$ cat src/rtl/delay_timer.sv
// Programmable countdown timer with prescaler, one-shot and auto-reload modes.
// Optional Pause input enabled by defining DELAY_TIMER_PAUSE_EN.
//
// state   | meaning
// IDLE    | stopped, Count=0, waiting for Start
// COUNT   | counting down one tick every PRESCALE clocks, Busy=1
// EXPIRED | one-shot expiry reached, Finished=1 until Start or Abort
module delay_timer #(
   parameter int WIDTH    = 12,
   parameter int PRESCALE = 1
) (
   input  logic             Clock,
   input  logic             Resetn,
   input  logic             Start,
   input  logic             Abort,
   input  logic             Reload,
   input  logic [WIDTH-1:0] Delay,
`ifdef DELAY_TIMER_PAUSE_EN
   input  logic             Pause,
`endif
   output logic [WIDTH-1:0] Count,
   output logic             Busy,
   output logic             Finished,
   output logic             Done
);

   typedef enum logic [1:0] {
      IDLE    = 2'd0,
      COUNT   = 2'd1,
      EXPIRED = 2'd2
   } state_t;

   localparam logic [15:0] PS_LAST = 16'(PRESCALE - 1);

   state_t      state;
   logic [15:0] prescaler;
   logic        mode_reload;
   logic        pause_w;

`ifdef DELAY_TIMER_PAUSE_EN
   assign pause_w = Pause;
`else
   assign pause_w = 1'b0;
`endif

   always_ff @(posedge Clock or negedge Resetn) begin
      if (!Resetn) begin
         state       <= IDLE;
         Count       <= '0;
         Busy        <= 1'b0;
         Finished    <= 1'b0;
         Done        <= 1'b0;
         prescaler   <= '0;
         mode_reload <= 1'b0;
      end else begin
         Done <= 1'b0;
         if (Abort) begin
            state     <= IDLE;
            Count     <= '0;
            Busy      <= 1'b0;
            Finished  <= 1'b0;
            prescaler <= '0;
         end else if (Start) begin
            Count     <= Delay;
            prescaler <= '0;
            // a zero delay expires immediately and never reloads
            mode_reload <= Reload && (Delay != '0);
            if (Delay != '0) begin
               state    <= COUNT;
               Busy     <= 1'b1;
               Finished <= 1'b0;
            end else begin
               state    <= EXPIRED;
               Busy     <= 1'b0;
               Finished <= 1'b1;
               Done     <= 1'b1;
            end
         end else if (state == COUNT && !pause_w) begin
            if (prescaler == PS_LAST) begin
               prescaler <= '0;
               if (Count > WIDTH'(1)) begin
                  Count <= Count - WIDTH'(1);
               end else if (mode_reload && (Delay != '0)) begin
                  Done  <= 1'b1;
                  Count <= Delay;
               end else begin
                  Done     <= 1'b1;
                  Count    <= '0;
                  state    <= EXPIRED;
                  Busy     <= 1'b0;
                  Finished <= 1'b1;
               end
            end else begin
               prescaler <= prescaler + 16'd1;
            end
         end
      end
   end

endmodule

$ cat config.mk
export PLATFORM = sky130hd
export DESIGN_NAME = delay_timer
export DESIGN_NICKNAME = d
export VERILOG_FILES = /design/src/rtl/delay_timer.sv
export SDC_FILE = /design/constraint.sdc
export NUM_CORES = 1
export LEC_CHECK = 0
export BUFFER_PORTS_ARGS = -buffer_cell sky130_fd_sc_hd__buf_2
export CAP_MARGIN = 15
export CORE_ASPECT_RATIO = 1.25
export CORE_MARGIN = 8
export CORE_UTILIZATION = 50
export CTS_CLUSTER_DIAMETER = 60
export DETAILED_ROUTE_END_ITERATION = 7
export PLACE_DENSITY_LB_ADDON = 0.1
export SETUP_SLACK_MARGIN = 0.1
export SYNTH_ARGS = -nofsm -noshare
export SYNTH_HDL_FRONTEND = slang
export SYNTH_SLANG_ARGS = --single-unit
$ cat constraint.sdc
create_clock -name Clock -period 2.1 [get_ports Clock]
set_input_delay 0.21 -clock Clock [delete_from_list [all_inputs] [get_ports Clock]]
set_output_delay 0.21 -clock Clock [all_outputs]
set_load 0.01 [all_outputs]
# After elaboration in Yosys (flattened, before gate mapping)
# Cells that the tools add are included.
[classes]
n_shift = 0
n_reduce_logical = 9
n_bitwise = 1
eq_ne = 3
n_mux = 36
multipliers = 0
n_div = 0
add_sub_neg = 2
magnitude_cmp = 1
[op_table]
columns = ["op", "count"]
rows = [
  ["two-way mux 12 bit", 6],
  ["two-way mux 16 bit", 4],
  ["two-way mux 1 bit", 19],
  ["adder 16 x 1 -> 16 bit, second input constant", 1],
  ["zero test 16 bit", 1],
  ["two-way mux 2 bit", 7],
  ["greater-than comparator 12 x 1 -> 1 bit, second input constant", 1],
  ["nonzero test 12 bit", 1],
  ["subtractor 12 x 1 -> 12 bit, second input constant", 1],
  ["!= test 3 bit, second input constant", 2],
  ["nonzero test 3 bit", 2],
  ["AND reduction 2 bit", 2],
  ["AND reduction 4 bit", 1],
  ["equality test 2 x 1 -> 1 bit, second input constant", 1],
  ["logical AND 1 bit", 2],
  ["NOT 1 bit", 1],
]
[word_totals]
out_inout_bits = 15
ff_bits = 34
rom_bits = 0
mem_count = 0
latch_bits = 0
inputBits = 17
ram_bits = 0

# Depth between registers and ports, before layout
[depth]
ltp_word = 8
mapped_depth = 8

# Worst setup path after synthesis
# No wires, ideal clock.
[synth_timing]
path_type = "reg-to-reg"
startpoint = "register Count[8]"
endpoint = "register Count[3]"
t_arrival_ns = 1.871
n_path_buf = 1
synth_period_minus_slack_ns = 2.009
path_slack_ns = 0.091
required_time_ns = 1.962
path_stages_with_launch = 7
setup_time_ns = 0.138
path_cell_list = "dfrtp_1 or4_4 or3_1 buf_2 o21ai_2 a2bb2oi_1 o2bb2ai_1"
[synth_between]
elab_chain_cells = 6
[synth_rtl]
columns = ["item", "line", "text"]
rows = [
  ["start: declaration", "21", "output logic [WIDTH-1:0] Count,"],
  ["start signal: assignment", "64", "Count <= Delay;"],
  ["start signal: assignment", "82", "Count <= Count - WIDTH'(1);"],
  ["start signal: assignment", "85", "Count <= Delay;"],
  ["greater-than comparator 12 x 1 -> 1 bit", "81", "if (Count > WIDTH'(1)) begin"],
  ["two-way mux 12 bit", "81", ""],
  ["two-way mux 12 bit", "79", "if (prescaler == PS_LAST) begin"],
  ["two-way mux 12 bit", "78", "end else if (state == COUNT && !pause_w) begin"],
  ["two-way mux 12 bit", "63", "end else if (Start) begin"],
  ["two-way mux 12 bit", "57", "if (Abort) begin"],
]
# No other way between the ends. The select of a mux whose other input is x is not followed.
# A chain may end at the register's enable or synchronous reset.

# Worst setup path after layout
[layout_timing]
startpoint = "register Count[4]"
endpoint = "register Count[0]"
# Same word-level chain as after synthesis.

==> results <==
- The area growth from synthesis to layout is 29.8%.
- The primary flip-flop cell chosen by synthesis mapping is sky130_fd_sc_hd__dfrtp_1.
- The final count of hold timing violations was 32.
- The clock tree from TritonCTS is built.
- The worst register-to-register path begins at Count[4].
- The total setup violations reported at the end of the flow is 0.
- The worst register-to-register path has a setup slack of ~0.12 ns.
- The global-route wire length before repair is around 10000 um.
- In the routed layout, each cell is associated on average with a via count of roughly 6.
- The headroom to the max-slew limit is between 50% and 60%.
- Of the total synthesized cell area, the portion taken by AND, OR, NAND and NOR gates is between 20 and 30%.
- The worst setup path is launched from a flip-flop.
- The max-slew violation count is 0.
- Static timing analysis puts the maximum clock frequency at just over 500 MHz.
- The power per standard cell area is slightly above 700 mW/mm2.
- The path class of the tightest hold or removal check is in -> async.
- The number of warnings reported in the yosys synthesis log is 0.
- Counting flops with an async set or reset pin after synthesis yields a share of between 90% and 100%.
- The core outline area is between 0.004 and 0.005 mm2.
- The total wire length after detailed routing is between 6000 and 7000 um.
- After Yosys synthesis, full adders, half adders and majority gates account for 2.45% of the synthesized area.
- The smallest clock period supported by the final layout is computed as between 1.5 and 2 ns.
- The detailed-router iteration count before antenna repair is 4.
- Measured along the y axis, the die boundary spans 87.5 um.
- After synthesis, the share of cell area in mux cells is 0%.
- The count of buffers added on input and output ports is 31.
- Summed over all cells, the static leakage comes to roughly 0.0012 uW.
- The net count of the finished layout is between 300 and 400.
- The DRC violation total after the first TritonRoute iteration is slightly below 100.
- Entering global routing, the biggest net connects 33 pins.
- In the routed design, unresolved DRC markers number 0.
- The effective utilization at floorplan is around 50%.
- Following the worst setup path forward leads to its endpoint at Count[0].
- The final route contains approximately 2100 vias.
- The net count of the mapped netlist is between 200 and 300.
- The insertion delay to the later sink of the worst-skew pair is a little under 0.3 ns.
- The checks that failed: negative hold slack.
- The initial antenna violation count is 0.
- Counting flops and latches in the post-synthesis netlist gives 32.
- Hold timing on the final database bottoms out at a slack of -0.0170 ns.
- During I/O placement, the number of pins put on the boundary was 32.
- At the worst endpoint, the required time is about 2.3 ns.
- The H-tree was split into 2 levels.
- The synthesized-area fraction occupied by ao, oa, aoi and oai cells is between 20 and 25%.
- The final total power is 1900 uW.
- Clock-pin slew was measured on the worst setup and hold paths at 0.07 ns.
- The via count of the first global-routing pass is approximately 2100.
- The fraction of final layout cells with drive strength greater than 1 is a little under a third.
- The sequential area share after synthesis is 39.2%.
- The number of distinct library cells after synthesis is 52.
- On the worst path, the slowest cell contributes a delay of approximately 0.6 ns.
- The full die area is 0.00640 mm2.
- For the pin with the worst max-slew slack, the measured transition is approximately 0.75 ns.
- After detailed routing, the average wire length per cell comes to 17.6 um.
- The number of antenna repair diodes is 0.
- Routability-driven placement finished with a final weighted congestion of between 0.8 and 0.9.
- The clock passes through at most 2 buffers.
- The area share of xor/xnor cells in the synthesized design is under 10%.
- The slowest stage of the critical path belongs to the cell sky130_fd_sc_hd__or4_4.
- By area the synthesized netlist is led by sky130_fd_sc_hd__dfrtp_1 (39%), sky130_fd_sc_hd__nor2_1 (4.6%), sky130_fd_sc_hd__nand2_1 (4.4%), sky130_fd_sc_hd__a21oi_1 (3.9%), sky130_fd_sc_hd__xor2_1 (3.0%).
- The clock tree root buffer cell is sky130_fd_sc_hd__clkbuf_8.
- The flow ran to the end, but the final reports show violations.
- The per-instance average area after synthesis is approximately 8.6 um2.
- The mapped cell area is slightly above 0.002 mm2.
- The library cell used most frequently in the layout, excluding fill and tap cells, is sky130_fd_sc_hd__dfrtp_1.
- The width of the chip is around 73 um.
- The biggest fanout along the worst timing path is 6.
- The endpoint of the worst-slack reg-to-reg timing path is Count[0].
- Of all cell types, the one taking the most synthesized area is sky130_fd_sc_hd__dfrtp_1.
- The critical path starts at Count[4].
- The final critical path takes up between 90% and 100% of the cycle.
- The arrival time of the worst setup path is 2.19 ns.
- The signal on the critical path passes through or4_4 > or3_4 > o311ai_2 > a21oi_1 > o21ai_1.
- Setup repair after global routing could not meet its margin everywhere.
- The largest clock skew in the final design is a little over 0.008 ns.
- The dominant combinational cell family by area after synthesis is simple AND/OR/NAND/NOR gates.
- The count of nets left with antenna violations after detail routing is 0.
- For the final routed database, the setup TNS stands at 0 ns.
- The number of enable flip-flop cells after synthesis is 0.
- The synthesized instance count is roughly 240.
- The filler cells instantiated in the layout total about 370.
- Leaving out fill and tap cells, the most frequent cells in the layout are sky130_fd_sc_hd__dfrtp_1 (32), sky130_fd_sc_hd__buf_2 (31), sky130_fd_sc_hd__buf_4 (28).
- Across every metal layer, demand over resource in global routing totals roughly a fifth.
- The floorplan has 26 rows.
- The category of the critical setup timing path is reg -> reg.
- After synthesis, the largest area contributor takes up approximately 40% of total cell area.
- The number of hold buffers added after CTS was 0.
- CTS saw 32 sinks.
- The worst setup path is captured at a flip-flop.
- The total CTS buffers is 5.
- The cell depth of the worst flop-to-flop path is 5.
- Summed over all layers, the global routing overflow is 0.
- Max-cap violations in this run came to 0.
- The HPWL after detailed placement is 4500 um.
- The maximum VDD drop is 0.402 mV.
==> layout make-up <==
| cell class | instances | area (um2) | share of cell area (%) |
|---|---|---|---|
| Tap cell | 56 | 70.1 | 2.64 |
| Clock inverter | 2 | 10.0 | 0.378 |
| Clock buffer | 6 | 82.6 | 3.12 |
| Multi-Input combinational cell | 185 | 1260 | 47.5 |
| Sequential cell | 32 | 801 | 30.2 |
| Timing Repair Buffer | 60 | 385 | 14.5 |
| Inverter | 11 | 41.3 | 1.56 |
==> where the power goes <==
part	internal [uW]	total [uW]	switching, uW	leakage, uW
sequential	656	713	56.8	0.000433
combinational	301	676	375	0.000683
clock	262	508	246	0.0000510
total	1220	1900	678	0.00117
==> timing repair <==
| item | 4_1_cts | 5_1_grt |
|---|---|---|
| buffers inserted | 0 | 4 |
| endpoints found under the setup margin | 7 | 15 |
| cloned | 0 | 0 |
| pin swaps | 0 | 8 |
| resized for setup | 2 | 18 |
==> cells in the mapped netlist (2+ instances only) <==
master and n:
sky130_fd_sc_hd__a211oi_1 4, sky130_fd_sc_hd__a21oi_1 16, sky130_fd_sc_hd__a22oi_1 3, sky130_fd_sc_hd__a311oi_1 2
sky130_fd_sc_hd__a31oi_1 2, sky130_fd_sc_hd__a32oi_1 3, sky130_fd_sc_hd__and3_1 3, sky130_fd_sc_hd__and4_1 3
sky130_fd_sc_hd__buf_2 4, sky130_fd_sc_hd__clkbuf_1 6, sky130_fd_sc_hd__dfrtp_1 32, sky130_fd_sc_hd__ha_1 4
sky130_fd_sc_hd__inv_1 11, sky130_fd_sc_hd__nand2_1 24, sky130_fd_sc_hd__nand3_1 3, sky130_fd_sc_hd__nand4_1 9
sky130_fd_sc_hd__nor2_1 25, sky130_fd_sc_hd__nor2b_1 2, sky130_fd_sc_hd__nor3_1 5, sky130_fd_sc_hd__nor3b_1 3
sky130_fd_sc_hd__nor4_1 9, sky130_fd_sc_hd__o2111ai_1 2, sky130_fd_sc_hd__o21ai_0 8, sky130_fd_sc_hd__o21ai_1 6
sky130_fd_sc_hd__o22ai_1 3, sky130_fd_sc_hd__o2bb2ai_1 4, sky130_fd_sc_hd__or3_1 6, sky130_fd_sc_hd__xnor2_1 6
sky130_fd_sc_hd__xor2_1 7
==> kinds of logic after synthesis <==
| kind of cell | count (synthesis) |
|---|---|
| AOI/OAI and AO/OA | 68 |
| DFF | 32 |
| adders and majority gates | 4 |
| buffers and inverters | 21 |
| xor gates and xnor gates | 13 |
| and+or+nand+nor | 100 |
==> worst max-delay path: cells and delay by family, from the launching register on <==
kind	cells	cell delay [ns]
AO/OA/AOI/OAI	3	0.51
flip-flops	1	0.38
AND/OR/NAND/NOR	2	1.00
==> metrics by stage <==
stage / worst slack [ns] / utilization, % / cells / area [um2]
after global routing: 0.0264 / 66.2 / 352 / 2650
after global placement: 0.0448 / 60.8 / 340 / 2430
final: 0.116 / 66.2 / 352 / 2650
after CTS: 0.101 / 63.3 / 348 / 2530
after floorplan: 0.102 / - / 238 / 2060
after detailed placement: 0.0620 / 60.8 / 340 / 2430
==> sequential cells by signal (all words and copies together), names as in the netlist <==
register	flops
prescaler	16
Count	12
Busy	1
Done	1
Finished	1
mode_reload	1
==> worst min path at each step <==
stage,end,start
final,prescaler[13],Resetn
after global routing,prescaler[15],Resetn
after CTS,prescaler[15],Resetn
after detailed placement,prescaler[13],Resetn
after global placement,prescaler[0],Resetn
after floorplan,Busy,Resetn
==> metal layers <==
layer	GRT usage, %	up-vias	part of all wire [%]
li1	-	1007	-
met1	23.4	1020	42
met2	35.2	60	53
met3	3.69	7	3.8
met4	7.66	0	1.3
met5	0	-	0
(Power assumes the default switching activity.)
